$ cat src/rtl/mul_iter.sv
// Iterative 64-bit unsigned shift-add multiplier for the execute stage.
// Takes rd1/rd2 from the register file and returns either the low half (MUL)
// or the high half (UMULH) of the 2N-bit product. The result goes to the
// regfile write port with a single-cycle write-enable pulse. Writes to X31
// (XZR) are suppressed.
module mul_iter #(
    parameter int N  = 64,
    parameter int CW = 7
) (
    input  logic         clk,
    input  logic         reset,
    input  logic         start,
    input  logic         op,
    input  logic [N-1:0] a,
    input  logic [N-1:0] b,
    input  logic [4:0]   wa_in,
    output logic         busy,
    output logic         done,
    output logic [N-1:0] result,
    output logic [4:0]   wa_out,
    output logic         we_out
);

    typedef enum logic [1:0] {
        S_IDLE = 2'd0,
        S_RUN  = 2'd1,
        S_DONE = 2'd2
    } state_t;

    state_t          r_state;
    logic [2*N:0]    r_p;        // {carry, upper half, lower half/multiplier}
    logic [N-1:0]    r_mcand;
    logic [CW-1:0]   r_count;
    logic            r_op;
    logic [4:0]      r_wa;
    logic            r_busy;
    logic            r_done;
    logic            r_we;
    logic [N-1:0]    r_result;

    logic [N:0]      w_upper;
    logic [2*N:0]    w_p_next;
    logic            w_last;
    logic            w_accept;

    // One shift-add step. Before the add, the top bit of P is always 0, so
    // the N+1-bit sum cannot overflow. The carry lands in bit 2N and is then
    // shifted down.
    always_comb begin
        w_upper  = r_p[2*N:N];
        if (r_p[0]) begin
            w_upper = r_p[2*N:N] + {1'b0, r_mcand};
        end
        w_p_next = {1'b0, w_upper, r_p[N-1:1]};
    end

    assign w_last   = (r_count == CW'(N - 1));
    assign w_accept = start && (r_state != S_RUN);

    // Sequencer: accept, iterate N times, then present the result for one cycle.
    always_ff @(posedge clk or posedge reset) begin
        if (reset) begin
            r_state  <= S_IDLE;
            r_p      <= '0;
            r_mcand  <= '0;
            r_count  <= '0;
            r_op     <= 1'b0;
            r_wa     <= '0;
            r_busy   <= 1'b0;
            r_done   <= 1'b0;
            r_we     <= 1'b0;
            r_result <= '0;
        end else begin
            case (r_state)
                S_IDLE, S_DONE: begin
                    // The done/we pulse lasts exactly one cycle.
                    r_done <= 1'b0;
                    r_we   <= 1'b0;
                    if (w_accept) begin
                        r_mcand <= a;
                        r_op    <= op;
                        r_wa    <= wa_in;
                        r_p     <= {{(N+1){1'b0}}, b};
                        r_count <= '0;
                        r_busy  <= 1'b1;
                        r_state <= S_RUN;
                    end else begin
                        r_state <= S_IDLE;
                    end
                end
                S_RUN: begin
                    r_p     <= w_p_next;
                    r_count <= r_count + 1'b1;
                    if (w_last) begin
                        r_busy   <= 1'b0;
                        r_done   <= 1'b1;
                        r_we     <= (r_wa != 5'd31);
                        r_result <= r_op ? w_p_next[2*N-1:N] : w_p_next[N-1:0];
                        r_state  <= S_DONE;
                    end
                end
                default: begin
                    r_state <= S_IDLE;
                    r_busy  <= 1'b0;
                    r_done  <= 1'b0;
                    r_we    <= 1'b0;
                end
            endcase
        end
    end

    assign busy   = r_busy;
    assign done   = r_done;
    assign we_out = r_we;
    assign result = r_result;
    assign wa_out = r_wa;

endmodule

$ cat config.mk
export PLATFORM = sky130hd
export DESIGN_NAME = mul_iter
export DESIGN_NICKNAME = d
export VERILOG_FILES = /design/src/rtl/mul_iter.sv
export SDC_FILE = /design/constraint.sdc
export NUM_CORES = 1
export LEC_CHECK = 0
export ABC_CLOCK_PERIOD_IN_PS = 9150
export CELL_PAD_IN_SITES_DETAIL_PLACEMENT = 0
export CELL_PAD_IN_SITES_GLOBAL_PLACEMENT = 1
export CORE_MARGIN = 8
export CORE_UTILIZATION = 36
export CTS_CLUSTER_DIAMETER = 30
export DETAILED_ROUTE_END_ITERATION = 7
export PLACE_DENSITY = 0.82
export SYNTH_ARGS = -nofsm -noshare
export SYNTH_HDL_FRONTEND = slang
export SYNTH_SLANG_ARGS = --single-unit
$ cat constraint.sdc
create_clock -name clk -period 9.15 [get_ports clk]
set_clock_uncertainty 0.2 [all_clocks]
set_input_delay 1.3725 -clock clk [delete_from_list [all_inputs] [get_ports clk]]
set_output_delay 1.3725 -clock clk [all_outputs]
set_load 0.01 [all_outputs]
==> impl_results.md, run 1 <==
- Clk sink count: between 200 and 300
- Fmax: 237 MHz
- Status: finished clean
- Clock Tree Root: clkbuf_16
- Met2 GRT Util: between 30% and 40%
- FF/Latch Area: just under 0.007 mm2
- First-pass GRT wire length: between 70000 and 80000 um
- Register area share after synthesis: a little under half
- Number of global-route vias before repair: ~14k
- Setup tns final: 0 ns
- Core Rows: 75
- # hold bufs at CTS: 0
- Area grow syn2layout: 32.6%
- Comb pwr share: about 28%
- Leak: just over 0.009 uW
- Minimum clock period: around 4.2 ns
- Hold Path Stages: 2
- WHS Endpoint: result[43]
- Post_cts resized: 0
- Ys async rst share: 100%
- Clock tree buffer depth: 3
- Initial Util: between 30% and 40%
- # H-tree levels: 3
- Reg2reg start: r_p[64]
- Capture point of the worst reg-to-reg path: result[61]
- Crit path largest cell delay: between 0.4 and 0.5 ns
- Power Density: approximately 300 mW/mm2
- Final weighted congestion in routability-driven placement: just over 0.9
- CP endpoint kind: flip-flop
- Largest net degree at the start of global routing: 154
- Grt total ovfl: 0
- Core Area: 0.0418 mm2
- Num CTS Buffers: 70
- Die Y: around 220 um
- Final hold vios: 0
- Post-detail-place hpwl: 33300 um
- Vias: ~14k
- Total GRT Usage: slightly below 20%
- CP Class: reg2reg
- RSZ-0062 raised after global routing: false
- Worst vdd ir: around 120 uV
- Switch Pwr: approximately 2000 uW
- Die Area: 0.0489 mm2
- Worst relative slew slack: slightly below 30%
- Fin cells: 2554
- CP Cell Sequence: ha_1, inv_1, fa_1, nand2b_1, a21oi_2, o221ai_4, a211oi_1, o21a_1, o211ai_1, a21oi_1, o311ai_1, mux2_1, a221oi_1, o21ai_1
- Post-synthesis cell count: approximately 1.8k
- DRC: 0
- Synth cell types: between 60 and 70
- Initial antenna violation count: 1
- Chip Width: roughly 220 um
- Post-synth EDFFs: 0
- Reg clk slew, reported paths: roughly 0.04 ns
- Final setup vio count: 0
- Max_cap viols: 0
- Crit-path max FO: 4
- Clock power share: 43.2%
- Antenna cell count: 0
- HP Class: reg2reg
- Hold Crit Start: result[43]
- Commonest non-fill, non-tap cell in the layout: nand2_1
- GRT met3 Usage: under 10%
- DRT iter0 DRCs: about 1.1k
- Area of the multi-input gates: 0.00783 mm2
- Internal power: a little under 4000 uW
- Commonest non-fill, non-tap cells in the layout: nand2_1 (497), dfrtp_1 (272), clkdlybuf4s50_1 (208)
- Yosys reg bits: approximately 270
- Drt first pass iters: 5
- Worst Path Buf+Inv: 1
- Slew @ Worst Pin: around 1.1 ns
- Net Count, Synth: around 2k
- Post-Syn Area per Cell: around 8.5 um2
- Largest delay share family, worst path: compound AO/OA/AOI/OAI gates
- Switching Share: 33.1%
- Skew-Pair Late Insertion Delay: approximately 0.57 ns
- Data required time of the critical path: about 9.4 ns
- Worst reg2reg path depth: 14
- Antenna-violating nets left: 0
- Reg power frac: 28.6%
- Placed cells: 2431
- Fill count: approximately 4k
- Setup bufs post-CTS: 0
- Worst reg2reg setup slack: around 4.9 ns
- Layout Nets: approximately 2.2k
- PortBufs: approximately 210
- Arrival @ worst endpoint: around 4.4 ns
- Gr busiest metal: met2
- Via density: ~5.4
- Final wirelength: between 40000 and 50000 um
- Final Max Tran Viols: 0
- Grt met1 use: 26.6%
- Slowest-stage cell, CP: a211oi_1
- CTS tree: built
- Num ports: 209
- Warnings from Yosys: 0
- Routed length per instance: about 19 um
- CP Depth: 14
- CP startpoint kind: flip-flop
- Final period util: a little under half
- Dominant synthesized flop cell: dfrtp_1
- Share of layout cells above drive strength 1: around 7.5%
- Post-Syn Area: approximately 0.015 mm2
[layer usage]
layer,up-vias,wire length (um)
met5,-,0
met4,0,1200
met3,78,2600
met2,380,21800
met1,6605,22800
li1,6602,-
[worst min-delay path, stage by stage (launching register included)]
cell and delay [ns]:
dfrtp_1 0.34, nand2_1 0.05, nand2_1 0.05
[power groups by stage]
stage / Combinational [uW] / Sequential [uW] / Clock (uW)
3_5_place_dp: 1660 / 1710 / 0
4_1_cts: 1680 / 1700 / 2610
5_1_grt: 1900 / 1740 / 2690
3_3_place_gp: 1640 / 1710 / 0
6_report: 1680 / 1700 / 2570
2_1_floorplan: 1270 / 1630 / 0
[registers in the layout, indices dropped and copies added, names as in the netlist, 5 cells and up]
name,cells
r_mcand,64
wa_out,5
r_p,128
result,64
r_count,7
[area by class of cell]
| class | instances | area share, % |
|---|---|---|
| Clock buffer | 87 | 9.55 |
| Clock inverter | 36 | 2.69 |
| Inverter | 23 | 0.467 |
| Multi-Input combinational cell | 1375 | 39.0 |
| Sequential cell | 273 | 34.0 |
| Tap cell | 539 | 3.36 |
| Timing Repair Buffer | 221 | 10.9 |
[synth_stat cells (all sizes together) (2+ instances only)]
library cell	n	share of area, %
a211o	3	0.17
a211oi	10	0.50
a21boi	2	0.099
a21o	28	1.4
a21oi	147	4.9
a221o	2	0.13
a221oi	3	0.17
a22o	3	0.17
a22oi	63	3.1
a31oi	18	0.84
a32o	2	0.13
and3	21	0.87
and4	5	0.29
buf	10	0.31
clkbuf	102	2.5
dfrtp	273	45
ha	65	5.4
inv	23	0.57
mux2	2	0.15
mux2i	47	3.1
nand2	498	12
nand2b	12	0.50
nand3	15	0.50
nand4	24	0.99
nor2	82	2.0
nor2b	11	0.45
nor3	11	0.36
nor4	3	0.12
o2111ai	2	0.12
o211ai	10	0.50
o21a	7	0.35
o21ai	180	6.0
o21bai	10	0.52
o221ai	4	0.35
o2bb2ai	3	0.17
o311ai	2	0.12
o31ai	3	0.18
or2	4	0.17
or3	8	0.33
xnor2	31	1.8
xor2	24	1.4
[cell families (layout without fill, tap and decap cells)]
kind of cell    after synthesis  in the layout  synth area share [%]
xor+xnor                     55             55                  3.18
simple gates                696            696                  19.1
flops                       273            273                  45.1
fa+ha+maj                    66             66                  5.51
mux                          49             49                  3.26
compound gates              509            509                  20.5
buf+inv                     135            367                  3.41
[through the flow]
step / worst slack (ns) / power (uW) / instance area [um2] / utilization (%) / hold slack, ns
detailed placement: 4.73 / 3380 / 17600 / 42.2 / 0.264
global placement: 4.72 / 3350 / 17600 / 42.2 / 0.258
finish: 4.93 / 5950 / 20100 / 48.1 / 0.268
CTS: 4.99 / 5990 / 20100 / 48.1 / 0.273
global route: 4.69 / 6320 / 20100 / 48.1 / 0.290
floorplan: 0.0538 / 2910 / 15100 / - / 0.250
[worst max-delay path by stage]
stage,from,endpoint,slack [ns]
5_1_grt,r_p[65],result[60],4.69
3_5_place_dp,start,r_p[0],4.73
2_1_floorplan,reset,busy,0.05
6_report,r_p[64],result[61],4.93
3_3_place_gp,start,r_p[0],4.72
4_1_cts,r_count[0],result[45],4.99
Note: power is estimated with default switching activity, not from simulation.
==> run 2, diff against run 1 <==
- ABC_CLOCK_PERIOD_IN_PS: 9150 -> 4000
- PLACE_DENSITY: 0.82 -> 0.79
- clock period: 9.15 -> 4 ns (I/O delays scaled with it)
==> impl_results.md, run 2 (same netlist as run 1, synthesis figures left out) <==
- Routed length per instance: 19.6 um (+3.4%)
- Clock Tree Root: clkbuf_16
- Post-detail-place hpwl: 35200 um (+5.5%)
- Fill count: 3932 (-1.3%)
- Arrival @ worst endpoint: 4.02 ns (-0.42 ns)
- Drt first pass iters: 5 (unchanged)
- Total GRT Usage: 20.4% (+0.69 points)
- Die Area: 0.0489 mm2 (unchanged)
- Number of global-route vias before repair: 14.4k (+2.4%)
- Core Area: 0.0418 mm2 (unchanged)
- Setup tns final: 0 ns (unchanged)
- RSZ-0062 raised after global routing: false
- Max reg flops: 128 (unchanged)
- Fmax: 266 MHz (+12%)
- Via density: 5.36 (+0.15%)
- Largest Register: r_p
- Status: finished clean
- CP Class: reg2reg
- CTS tree: built
- Share of layout cells above drive strength 1: 8.85% (+1.4 points)
- Final wirelength: 50400 um (+4.2%)
- Die Y: 221 um (unchanged)
- Reg clk slew, reported paths: 0.05 ns (about the same)
- Worst vdd ir: 363 uV (+210%)
- Layout Nets: 2181 (+0.65%)
- Core Rows: 75 (unchanged)
- Clock tree buffer depth: 3 (unchanged)
- Power Density: 675 mW/mm2 (+130%)
- Commonest non-fill, non-tap cells in the layout: nand2_1 (497), dfrtp_1 (272), clkdlybuf4s50_1 (208)
- Num ports: 209 (unchanged)
- Final setup vio count: 0 (unchanged)
- First-pass GRT wire length: 81300 um (+3.4%)
- Num CTS Buffers: 69 (-1.4%)
- Final Util: 48.6% (+0.47 points)
- Chip Width: 221 um (unchanged)
- Initial antenna violation count: 0 (-1)
- Largest net degree at the start of global routing: 139 (-9.7%)
- Area grow syn2layout: 33.9%
- Final Max Tran Viols: 0 (unchanged)
- HP Class: in2async
- CP endpoint kind: flip-flop
- Crit-path max FO: 6 (+2)
- Antenna-violating nets left: 0 (unchanged)
- Worst relative slew slack: 28.6% (-0.82 points)
- Clk sink count: 273 (unchanged)
- Final period util: 93.9% (+48 points)
- Setup WS post-layout: 0.245 ns (-4.68 ns)
- Commonest non-fill, non-tap cell in the layout: nand2_1
- DRT iter0 DRCs: 1182 (+7.8%)
- DP Worst Slack: 0.00960 ns (-4.72 ns)
- # H-tree levels: 3 (unchanged)
- Grt total ovfl: 0 (unchanged)
- Vias: 13.8k (+0.93%)
- Data required time of the critical path: 4.26 ns (-5.11 ns)
- Initial Util: 36.2% (unchanged)
- DRC: 0 (unchanged)
- PortBufs: 208 (unchanged)
- CP startpoint kind: flip-flop
- Max_cap viols: 0 (unchanged)
- Worst reg2reg setup slack: 0.25 ns (-4.68 ns)
- Minimum clock period: 3.75 ns (-0.468 ns)
- Slew @ Worst Pin: 1.07 ns (+0.0119 ns)
- Final weighted congestion in routability-driven placement: 0.888 (-2.6%)
- Skew-Pair Late Insertion Delay: 0.58 ns (about the same)
- Final hold vios: 0 (unchanged)
- Leak: 0.00921 uW (+0.96%)
run 2: cell count changes in the layout (fill, tap and decap cells not counted), sizes merged:
cell,before,now
bufinv,12,8
clkinv,16,18
diode,0,1
buf,13,28
clkbuf,87,86
inv,28,30
clkinvlp,3,8
run 2: metal layers:
metal / vias up / GRT usage, % / part of all wire [%]
li1: 6627 / - / -
met1: 6729 / 27.5 / 47
met2: 376 / 32.6 / 46
met3: 60 / 4.03 / 4.9
met4: 0 / 6.26 / 1.9
met5: - / 0 / 0
run 2: area by class of cell:
class	instances	area, um2	share of cell area [%]
antenna	1	2.50	0.0123
clock buffer	86	1970	9.74
tap	539	674	3.33
clock inverter	41	492	2.43
inverter	23	90.1	0.444
timing repair buffer	236	2350	11.6
sequential	273	6840	33.7
multi-input combinational	1375	7850	38.7
run 2: where the power goes:
| group | switching, uW | internal (uW) | leakage, uW |
|---|---|---|---|
| combinational | 2320 | 1630 | 0.00455 |
| sequential | 534 | 3360 | 0.00345 |
| clock | 1810 | 4030 | 0.00120 |
| total | 4660 | 9020 | 0.00921 |
run 2: path summary, 6_finish.rpt:
check	from	endpoint	cells past startpoint
max	r_p[70]	r_p[106]	12
min	reset	r_mcand[25]	2
min reg2reg	result[27]	result[27]	2
max in group asynchronous	reset	r_p[0]	3
min in group clk	result[27]	result[27]	2
max reg2reg	r_p[70]	r_p[106]	12
run 2: critical path, cell delays in order (launching register included):
cell,delay [ns]
dfrtp_1,0.39
ha_1,0.38
a21oi_1,0.15
o21ai_0,0.19
a221oi_1,0.30
nand3_1,0.21
a21oi_2,0.30
o21bai_2,0.12
a21oi_2,0.30
o21bai_1,0.16
a221oi_1,0.37
mux2_2,0.39
a31oi_1,0.19
run 2: repair_timing:
item	in CTS	in global routing
hold buffers	0	0
buffers inserted	0	0
gates resized for setup	0	5
endpoints found under the setup margin	0	10
run 2: stage by stage:
stage | hold slack (ns) | area (um2) | std cells | power, uW
after detailed placement | 0.269 | 17800 | 2446 | 7830
after CTS | 0.200 | 20200 | 2573 | 13800
after global routing | 0.233 | 20300 | 2573 | 14500
after floorplan | 0.250 | 15100 | 1783 | 6650
final | 0.219 | 20300 | 2574 | 13700
after global placement | 0.260 | 17800 | 2446 | 7790
